`src/rtl/pc_fetch_ctrl.sv`:
```
// pc_fetch_ctrl: chooses the next program counter value each cycle and decides
// when the PC register loads it. Inputs are the hazard unit, ID jump decode,
// EX branch resolution, traps and the instruction-memory ready handshake.
// It also drives the IF/ID and ID/EX squash signals and saves the trap return PC.
//
// state | meaning
// BOOT  | after reset: load RESET_VECTOR once, then wait BOOT_CYCLES cycles in total
// RUN   | normal fetch: sequential PC, or a redirect taken in the same cycle
// REDIR | a redirect arrived while a fetch was in flight; hold it until imem_ready
module pc_fetch_ctrl #(
  parameter logic [31:0] RESET_VECTOR = 32'h0000_0000,
  parameter logic [31:0] TRAP_VECTOR  = 32'h0000_0080,
  parameter int          BOOT_CYCLES  = 2
) (
  input  logic        clk,
  input  logic        rst,
  input  logic [31:0] pc,
  input  logic        imem_ready,
  input  logic        stall,
  input  logic        jump,
  input  logic [31:0] jump_target,
  input  logic        branch_taken,
  input  logic [31:0] branch_target,
  input  logic        trap,
  input  logic [31:0] trap_pc,
  output logic [31:0] npc,
  output logic        pc_we,
  output logic        if_id_flush,
  output logic        id_ex_flush,
  output logic        fetch_valid,
  output logic [31:0] epc,
  output logic [1:0]  state
);

  localparam int CW = (BOOT_CYCLES > 1) ? $clog2(BOOT_CYCLES) : 1;
  localparam logic [CW-1:0] BOOT_LAST = CW'(BOOT_CYCLES - 1);
  localparam logic [31:0]   ALIGN     = 32'hFFFF_FFFC;

  typedef enum logic [1:0] {
    BOOT  = 2'd0,
    RUN   = 2'd1,
    REDIR = 2'd2
  } state_t;

  state_t        state_q, state_d;
  logic [CW-1:0] boot_cnt, boot_cnt_d;
  logic [31:0]   redir_tgt, redir_tgt_d;
  logic [31:0]   epc_d;
  logic [31:0]   sel_tgt;
  logic          redirect;
  logic          full_flush;

  assign state = state_q;

  // Select the RUN-state redirect target by priority trap > branch > unstalled jump.
  always_comb begin
    sel_tgt    = (pc + 32'd4) & ALIGN;
    redirect   = 1'b0;
    full_flush = 1'b0;
    if (trap) begin
      sel_tgt    = TRAP_VECTOR & ALIGN;
      redirect   = 1'b1;
      full_flush = 1'b1;
    end else if (branch_taken) begin
      sel_tgt    = branch_target & ALIGN;
      redirect   = 1'b1;
      full_flush = 1'b1;
    end else if (jump && !stall) begin
      sel_tgt    = jump_target & ALIGN;
      redirect   = 1'b1;
    end
  end

  // Zero-latency outputs and next-state values from the current state and inputs.
  always_comb begin
    npc         = RESET_VECTOR & ALIGN;
    pc_we       = 1'b0;
    if_id_flush = 1'b0;
    id_ex_flush = 1'b0;
    fetch_valid = 1'b0;
    state_d     = state_q;
    boot_cnt_d  = boot_cnt;
    redir_tgt_d = redir_tgt;
    epc_d       = epc;
    if (rst) begin
      if_id_flush = 1'b1;
      id_ex_flush = 1'b1;
    end else begin
      case (state_q)
        RUN: begin
          npc = sel_tgt;
          if (trap) epc_d = trap_pc;
          if (redirect) begin
            pc_we       = imem_ready;
            if_id_flush = 1'b1;
            id_ex_flush = full_flush;
            if (!imem_ready) begin
              redir_tgt_d = sel_tgt;
              state_d     = REDIR;
            end
          end else begin
            pc_we       = imem_ready & ~stall;
            fetch_valid = imem_ready & ~stall;
          end
        end
        REDIR: begin
          // The in-flight fetch is being discarded, so only traps and imem_ready matter here.
          npc   = trap ? (TRAP_VECTOR & ALIGN) : redir_tgt;
          pc_we = imem_ready;
          if (trap) begin
            epc_d       = trap_pc;
            redir_tgt_d = TRAP_VECTOR & ALIGN;
            id_ex_flush = 1'b1;
          end
          if_id_flush = imem_ready | trap;
          if (imem_ready) state_d = RUN;
        end
        default: begin
          // BOOT, and recovery from the unused encoding.
          if_id_flush = 1'b1;
          id_ex_flush = 1'b1;
          if (state_q != BOOT) begin
            state_d    = BOOT;
            boot_cnt_d = '0;
          end else begin
            pc_we      = (boot_cnt == '0);
            boot_cnt_d = boot_cnt + CW'(1);
            if (boot_cnt == BOOT_LAST) state_d = RUN;
          end
        end
      endcase
    end
  end

  // State, boot counter, pending redirect target and EPC registers.
  always_ff @(posedge clk) begin
    if (rst) begin
      state_q   <= BOOT;
      boot_cnt  <= '0;
      redir_tgt <= '0;
      epc       <= '0;
    end else begin
      state_q   <= state_d;
      boot_cnt  <= boot_cnt_d;
      redir_tgt <= redir_tgt_d;
      epc       <= epc_d;
    end
  end

endmodule

```
`config.mk`:
```
export PLATFORM = sky130hd
export DESIGN_NAME = pc_fetch_ctrl
export DESIGN_NICKNAME = d
export VERILOG_FILES = /design/src/rtl/pc_fetch_ctrl.sv
export SDC_FILE = /design/constraint.sdc
export NUM_CORES = 1
export LEC_CHECK = 0
export CAP_MARGIN = 15
export CORE_ASPECT_RATIO = 2
export CORE_MARGIN = 1
export CORE_UTILIZATION = 41
export CTS_BUF_LIST = sky130_fd_sc_hd__clkbuf_2
export DETAILED_ROUTE_END_ITERATION = 8
export PLACE_DENSITY = 0.82
export SLEW_MARGIN = 20
export SYNTH_ARGS = -nofsm -noshare
export SYNTH_HDL_FRONTEND = slang
export SYNTH_SLANG_ARGS = --single-unit
export TNS_END_PERCENT = 30
```
`constraint.sdc`:
```
create_clock -name clk -period 4.1 [get_ports clk]
set_clock_uncertainty 0.1 [all_clocks]
set_input_delay 1.025 -clock clk [delete_from_list [all_inputs] [get_ports clk]]
set_output_delay 1.025 -clock clk [all_outputs]
set_load 0.02 [all_outputs]
```
==> impl_metrics.ini <==
[clock_tree]
numCtsBuffers = 9
htreeDepth = 3
cts_root_buf = clkbuf_2
ctsLongestPathBuffers = 2
cts_tree = done
clkSlewWorstSetupHoldPaths_ns = 0.19
hold_buffers = 0
clock_latency_ns = 0.50
clock-sinks = 67

[critical_path]
startpoint_type = input port
critPathRequiredTime_ns = 2.97
reg2reg_slack_ns = 1.70
crit_fanout = 6
path_common_cell = buf_4
cp_slowest_cell = nor4_4
path_class = input port to output pin
endpoint_kind = output pin
cp_cell_sequence = dlygate4sd2_1 > nand4_1 > nor4_4 > buf_4 > nand4_1 > xnor2_1 > o21ai_1 > buf_4 > o21ai_0 > buf_4
slowest_delay_ns = 0.40
crit_arrival_ns = 2.94

[pwr]
p_int_mw = 1.502
leakage_nw = 2.816
clock_power_share = 0.188
swShare = 0.3917
combPwrFrac = 0.472
p_seq_frac = 0.341
power_density_nw_per_um2 = 355.4
power_mw = 2.469
switchingPower_uw = 967.1
peakVddDrop_uv = 222.6

[final_layout]
final_core_util = 0.7403
layout-drive-gt1-share = 0.2268
multi_input_area_sq_um = 2634
final_area_sq_um = 6947
n_fill_cell = 741
regArea_sq_um = 1341
finalNonFillerCells = 934
area_growth_pct = 73.72
fin_nets = 963

[sta]
drv_slew = 0
timing.final.crit_share = 0.9924
slew_headroom = 0.3241
setup_viol = 0
worst_slew_pin_slew_ns = 1.011
fin_crit_ns = 4.069
max_freq_mhz = 245.8
finalHoldViolations = 0
rsz0062_at_grt = true
setup_ws_ns = 0.03114

[grt]
top_usage_layer = met2
grt_usage = 0.3071
antenna_found_initial = 1
overflow = 0
use_met1 = 0.2874
grt_use_met2 = 0.5745
grt_pass1_vias = 5267
grt_pass1_wl_um = 24260
grt_max_degree = 33
met3_usage = 0.05682

[floorplanning]
die_x_um = 71.83
initial_core_util = 0.4261
dieArea_sq_um = 10180
num_rows = 50
die_h_um = 141.7
io_pins = 205
core_area_sq_um = 9384

[synthesis]
synthesis.instances = 559
ys.flop_type = dfxtp_1
yosysUniqueCellTypes = 60
yosysSeqAreaShare = 0.3354
syn_nets = 698
yosys-top-cells-count = 132 x nand2_1, 67 x dfxtp_1, 61 x a21oi_1
synth_edf_count = 0
synth.area.top_cells = dfxtp_1 34%, nand2_1 12%, a21oi_1 7.6%
synth_top_area_share = 0.3354
yosysTopAreaCell = dfxtp_1
syn_area_sq_um = 3999
ys_warn_count = 0
yosysMostFrequentCell = nand2_1
avgSynthCellArea_sq_um = 7.154
async_flop_share = 0
ys_ff_latch = 67

[detailed_routing]
vias = 5227
first_iter_violations = 277
wl_per_cell_um = 16.93
drc = 0
postRouteAntennaNets = 0
dr.pass1.iters = 5
totalWireLength_um = 15820
vias_per_cell = 5.596

[place]
preCtsSetupSlack_ns = -0.7102
dp_cells = 908
place_congestion = 0.9554
place_area_sq_um = 6650
port_buffers = 198
dp_hpwl_um = 12160

[run]
maxCapViolCount = 0

[min_path]
hold_class = flop to flop

[run_status]
status = finished, final reports clean
[worst max-delay path, delay by kind of cell]
family                 cells  cell delay, ns
XOR/XNOR                   1            0.15
AND/OR/NAND/NOR            3            0.70
AO/OA/AOI/OAI              2            0.29
buffers and inverters      4            0.77
[through the flow]
step           hold slack, ns   TNS, ns
3_5_place_dp           0.3427    -14.48
3_3_place_gp           0.3326    -13.41
4_1_cts                0.3690  -0.09568
6_report               0.3726         0
2_1_floorplan          0.3210         0
5_1_grt                0.3953   -0.1423
[cells in the final DEF, fill, tap and decap left out, drive strengths merged, types with 5 or more instances in the layout]
cell / n
and3: 10
nand4: 10
inv: 9
clkbuf: 16
a21oi: 62
xnor2: 13
a211oi: 10
nor3: 11
xor2: 7
nand2: 133
dlygate4sd2: 13
dfxtp: 67
a22o: 11
nor2: 48
clkdlybuf4s15: 6
a22oi: 7
clkdlybuf4s50: 149
and2: 5
nand3: 12
a32o: 9
o21ai: 42
a31oi: 6
buf: 116
[power by group through the flow]
| stage | clock network (mW) | logic, mW | registers, mW |
|---|---|---|---|
| finish | 0.463 | 1.16 | 0.842 |
| global placement | 0 | 1.10 | 0.846 |
| CTS | 0.473 | 1.15 | 0.841 |
| detailed placement | 0 | 1.14 | 0.855 |
| floorplan | 0 | 0.521 | 0.924 |
| global route | 0.494 | 1.25 | 0.855 |
[final timing paths]
| path | from | endpoint | cells after the start |
|---|---|---|---|
| max | pc[14] | npc[27] | 10 |
| max reg2reg | state[0]$_SDFFE_PP0P_ | epc[4]$_SDFFE_PP0P_ | 6 |
| min | epc[7]$_SDFFE_PP0P_ | epc[7]$_SDFFE_PP0P_ | 2 |
| min reg2reg | epc[7]$_SDFFE_PP0P_ | epc[7]$_SDFFE_PP0P_ | 2 |
[layer usage]
| layer | wire length, um | share of wire | vias to the layer above |
|---|---|---|---|
| met5 | 0 | 0 | - |
| met4 | 1142 | 0.072 | 0 |
| met3 | 920 | 0.058 | 67 |
| met2 | 8388 | 0.53 | 275 |
| met1 | 5365 | 0.34 | 2372 |
| li1 | - | - | 2513 |
[final cells by class]
type | count | share of cell area
Timing Repair Buffer | 295 | 0.3842
Multi-Input combinational cell | 444 | 0.3791
Sequential cell | 67 | 0.1931
Tap cell | 104 | 0.01873
Clock inverter | 7 | 0.01423
Clock buffer | 9 | 0.006484
Inverter | 7 | 0.003782
Antenna cell | 1 | 0.0003602
[kinds of logic (layout without fill, tap and decap cells)]
family | count (synthesis) | in the layout | share of synthesized area
AND/OR/NAND/NOR | 249 | 249 | 0.2854
flip-flops | 67 | 67 | 0.3354
adder cells (fa/ha/maj) | 4 | 4 | 0.01252
AO/OA/AOI/OAI | 169 | 169 | 0.2675
XOR/XNOR | 20 | 20 | 0.04381
other | 0 | 1 | 0
multiplexers | 2 | 2 | 0.005319
buffers and inverters | 48 | 318 | 0.05006
[sequential cells by signal, summed over array words and instances (netlist names)]
signal,cells
boot_cnt,1
epc,32
redir_tgt,32
state,2
[what timing repair did]
action                                  4_1_cts  5_1_grt
endpoints found under the setup margin       29       32
pin swaps                                    12       11
cloned                                        1        0
resized for setup                           154       36
buffers inserted                              6        2
(Power assumes the default switching activity.)
==> edit: new RTL, same flow settings <==
`BOOT_CYCLES`: 2 -> 1.
--- a/src/rtl/pc_fetch_ctrl.sv
+++ b/src/rtl/pc_fetch_ctrl.sv
@@ -12,3 +12,3 @@
   parameter logic [31:0] TRAP_VECTOR  = 32'h0000_0080,
-  parameter int          BOOT_CYCLES  = 2
+  parameter int          BOOT_CYCLES  = 1
 ) (
Formal check against the unedited RTL: not equivalent (a bounded check fails within 4 cycles, from zero or initial values and one cycle with rst high).
==> edit against the original RTL <==
Combinational power rose by 16%. Largest power group unchanged. First-iteration DRC count rose by 30%. Worst hold slack got worse by 6.9 ps. Total power rose by 8.5%. Routed wire length rose by 8.5%. Area after synthesis rose by 1.8%. Register-to-register slack got worse by 400 ps. Via count rose by 5.8%. Final area rose by 5.4%. Sequential cell count did not move. Worst setup slack got worse by 7.2 ps. Highest routed layer unchanged.
==> edit: results (changes against the original RTL) <==
slowest_stage: "clkdlybuf4s50_1"
dr_wl_met2_um: 9165  # +9.3%
clockBufferDepth: 2  # unchanged
crit_family: "buffers and inverters"
grt_usage: 0.3341  # +0.02698
antenna_found_initial: 1  # unchanged
clk_pin_slew_worst_paths_ps: 210  # +20 ps
dr.max_layer_used: "met4"
grt_max_degree: 40  # +21%
drive_above_1_share: 0.2509  # +0.02408
first_iter_violations: 359  # +30%
post-place-cells: 977  # +7.6%
critPathArrivalTime_ps: 2950  # about the same
synth-xor-area-share: 0.04305  # -0.0007543
avgSynthCellArea_um2: 7.151  # about the same
grt_pass1_vias: 5426  # +3.0%
synth.distinct_cells: 51  # -15%
insertion_delay_ps: 490
dpl_cell_area_um2: 7024  # +5.6%
htreeDepth: 3  # unchanged
wire_per_inst_um: 17.13  # +1.2%
grt_first_pass_wirelength_um: 26350  # +8.6%
detailed_place_hpwl_um: 13720  # +13%
intPower_w: 0.001597  # +6.4%
worst-path-max-fanout: 22  # +16
synthTopCellsByArea: "dfxtp_1 33%, nand2_1 12%, a21oi_1 6.2%"
gp_congestion: 0.9152  # -4.2%
async_flop_share: 0  # unchanged
status: "completed"
leakagePower_nw: 3.008  # +6.8%
synth_compound_area_frac: 0.2728  # +0.005233
yosysSeqAreaShare: 0.3296  # -0.005776
synth-adder-area-share: 0.01230  # -0.0002155
relSlewSlack: 0.3447  # +0.02054
drt-total-wl_um: 17160  # +8.5%
wl_met1_um: 5802  # +8.1%
io_buffers: 198  # unchanged
cts_buffers: 9  # unchanged
cts-resized-gates: 133  # -14%
synth_common_cells: "129 x nand2_1, 67 x dfxtp_1, 50 x a21oi_1, 42 x nor2_1, 32 x clkbuf_1"
slowest_delay_ps: 480  # +80 ps
min-delay-path-class: "reg -> reg"
yosys_warnings: 0  # unchanged
muxShareOfSynthArea: 0.005535  # +0.0002159
synth_top_area_frac: 0.3296  # -0.005776
mappedNetlistNets: 708  # +1.4%
cts_setup_buffers: 7  # +1
drt_first_pass_iters: 8  # +3
ir_worst_vdd_uv: 189.1  # -15%
root_buffer: "clkbuf_2"
finalNetCount: 1003  # +4.2%
yosys_most_used_dff: "dfxtp_1"
wl_met3_um: 910  # -1.1%
vias: 5532  # +5.8%
-- edit: cell families after synthesis --
logic type | count (synthesis)
simple gates | 256
compound gates | 172
buf+inv | 48
xor+xnor | 20
mux | 2
fa+ha+maj | 4
flops | 67
-- edit: worst min-delay path, stage by stage, from the launching register on --
cell	delay [ps]
dfxtp_1	360
nand2_1	50
o21ai_1	50
-- edit: layout make-up --
class / count / area [µm²]
repair buffers: 323 / 2887
multi-input cells: 454 / 2750
fillers: 761 / 2375
flip-flops and latches: 67 / 1341
well taps: 132 / 165.2
clock inverters: 7 / 100.1
clock buffers: 9 / 45.04
inverters: 9 / 33.78
diodes: 1 / 2.502
-- edit: routing by layer --
metal  vias up  global-route usage
li1       2635                   -
met1      2550              0.3193
met2       276              0.6158
met3        71             0.04869
met4         0              0.2601
met5         -                   0
-- edit: per-stage QoR --
| stage | setup WS (ps) | hold slack, ps |
|---|---|---|
| finish | 23.99 | 365.7 |
| global route | -89.67 | 380.8 |
| CTS | -80.26 | 364.8 |
| detailed placement | -836.3 | 340.2 |
| global placement | -816.8 | 333.3 |
| floorplan | 304.7 | 321.0 |
-- edit: worst paths after layout --
check / startpoint / slack, ps / to / cells after the start
setup / recovery: stall / 20 / npc[5] / 9
hold / removal: redir_tgt[16] / 370 / redir_tgt[16] / 2
setup reg to reg: state[0] / 1300 / redir_tgt[8] / 11
hold reg to reg: redir_tgt[16] / 370 / redir_tgt[16] / 2
-- edit: power groups by stage --
| stage | clock network, W | logic [W] | registers (W) |
|---|---|---|---|
| CTS | 0.000466 | 0.00132 | 0.000871 |
| detailed placement | 0 | 0.00132 | 0.000885 |
| floorplan | 0 | 0.000589 | 0.000962 |
| global placement | 0 | 0.00129 | 0.000876 |
| finish | 0.000457 | 0.00135 | 0.000875 |
| global route | 0.000489 | 0.00146 | 0.000888 |
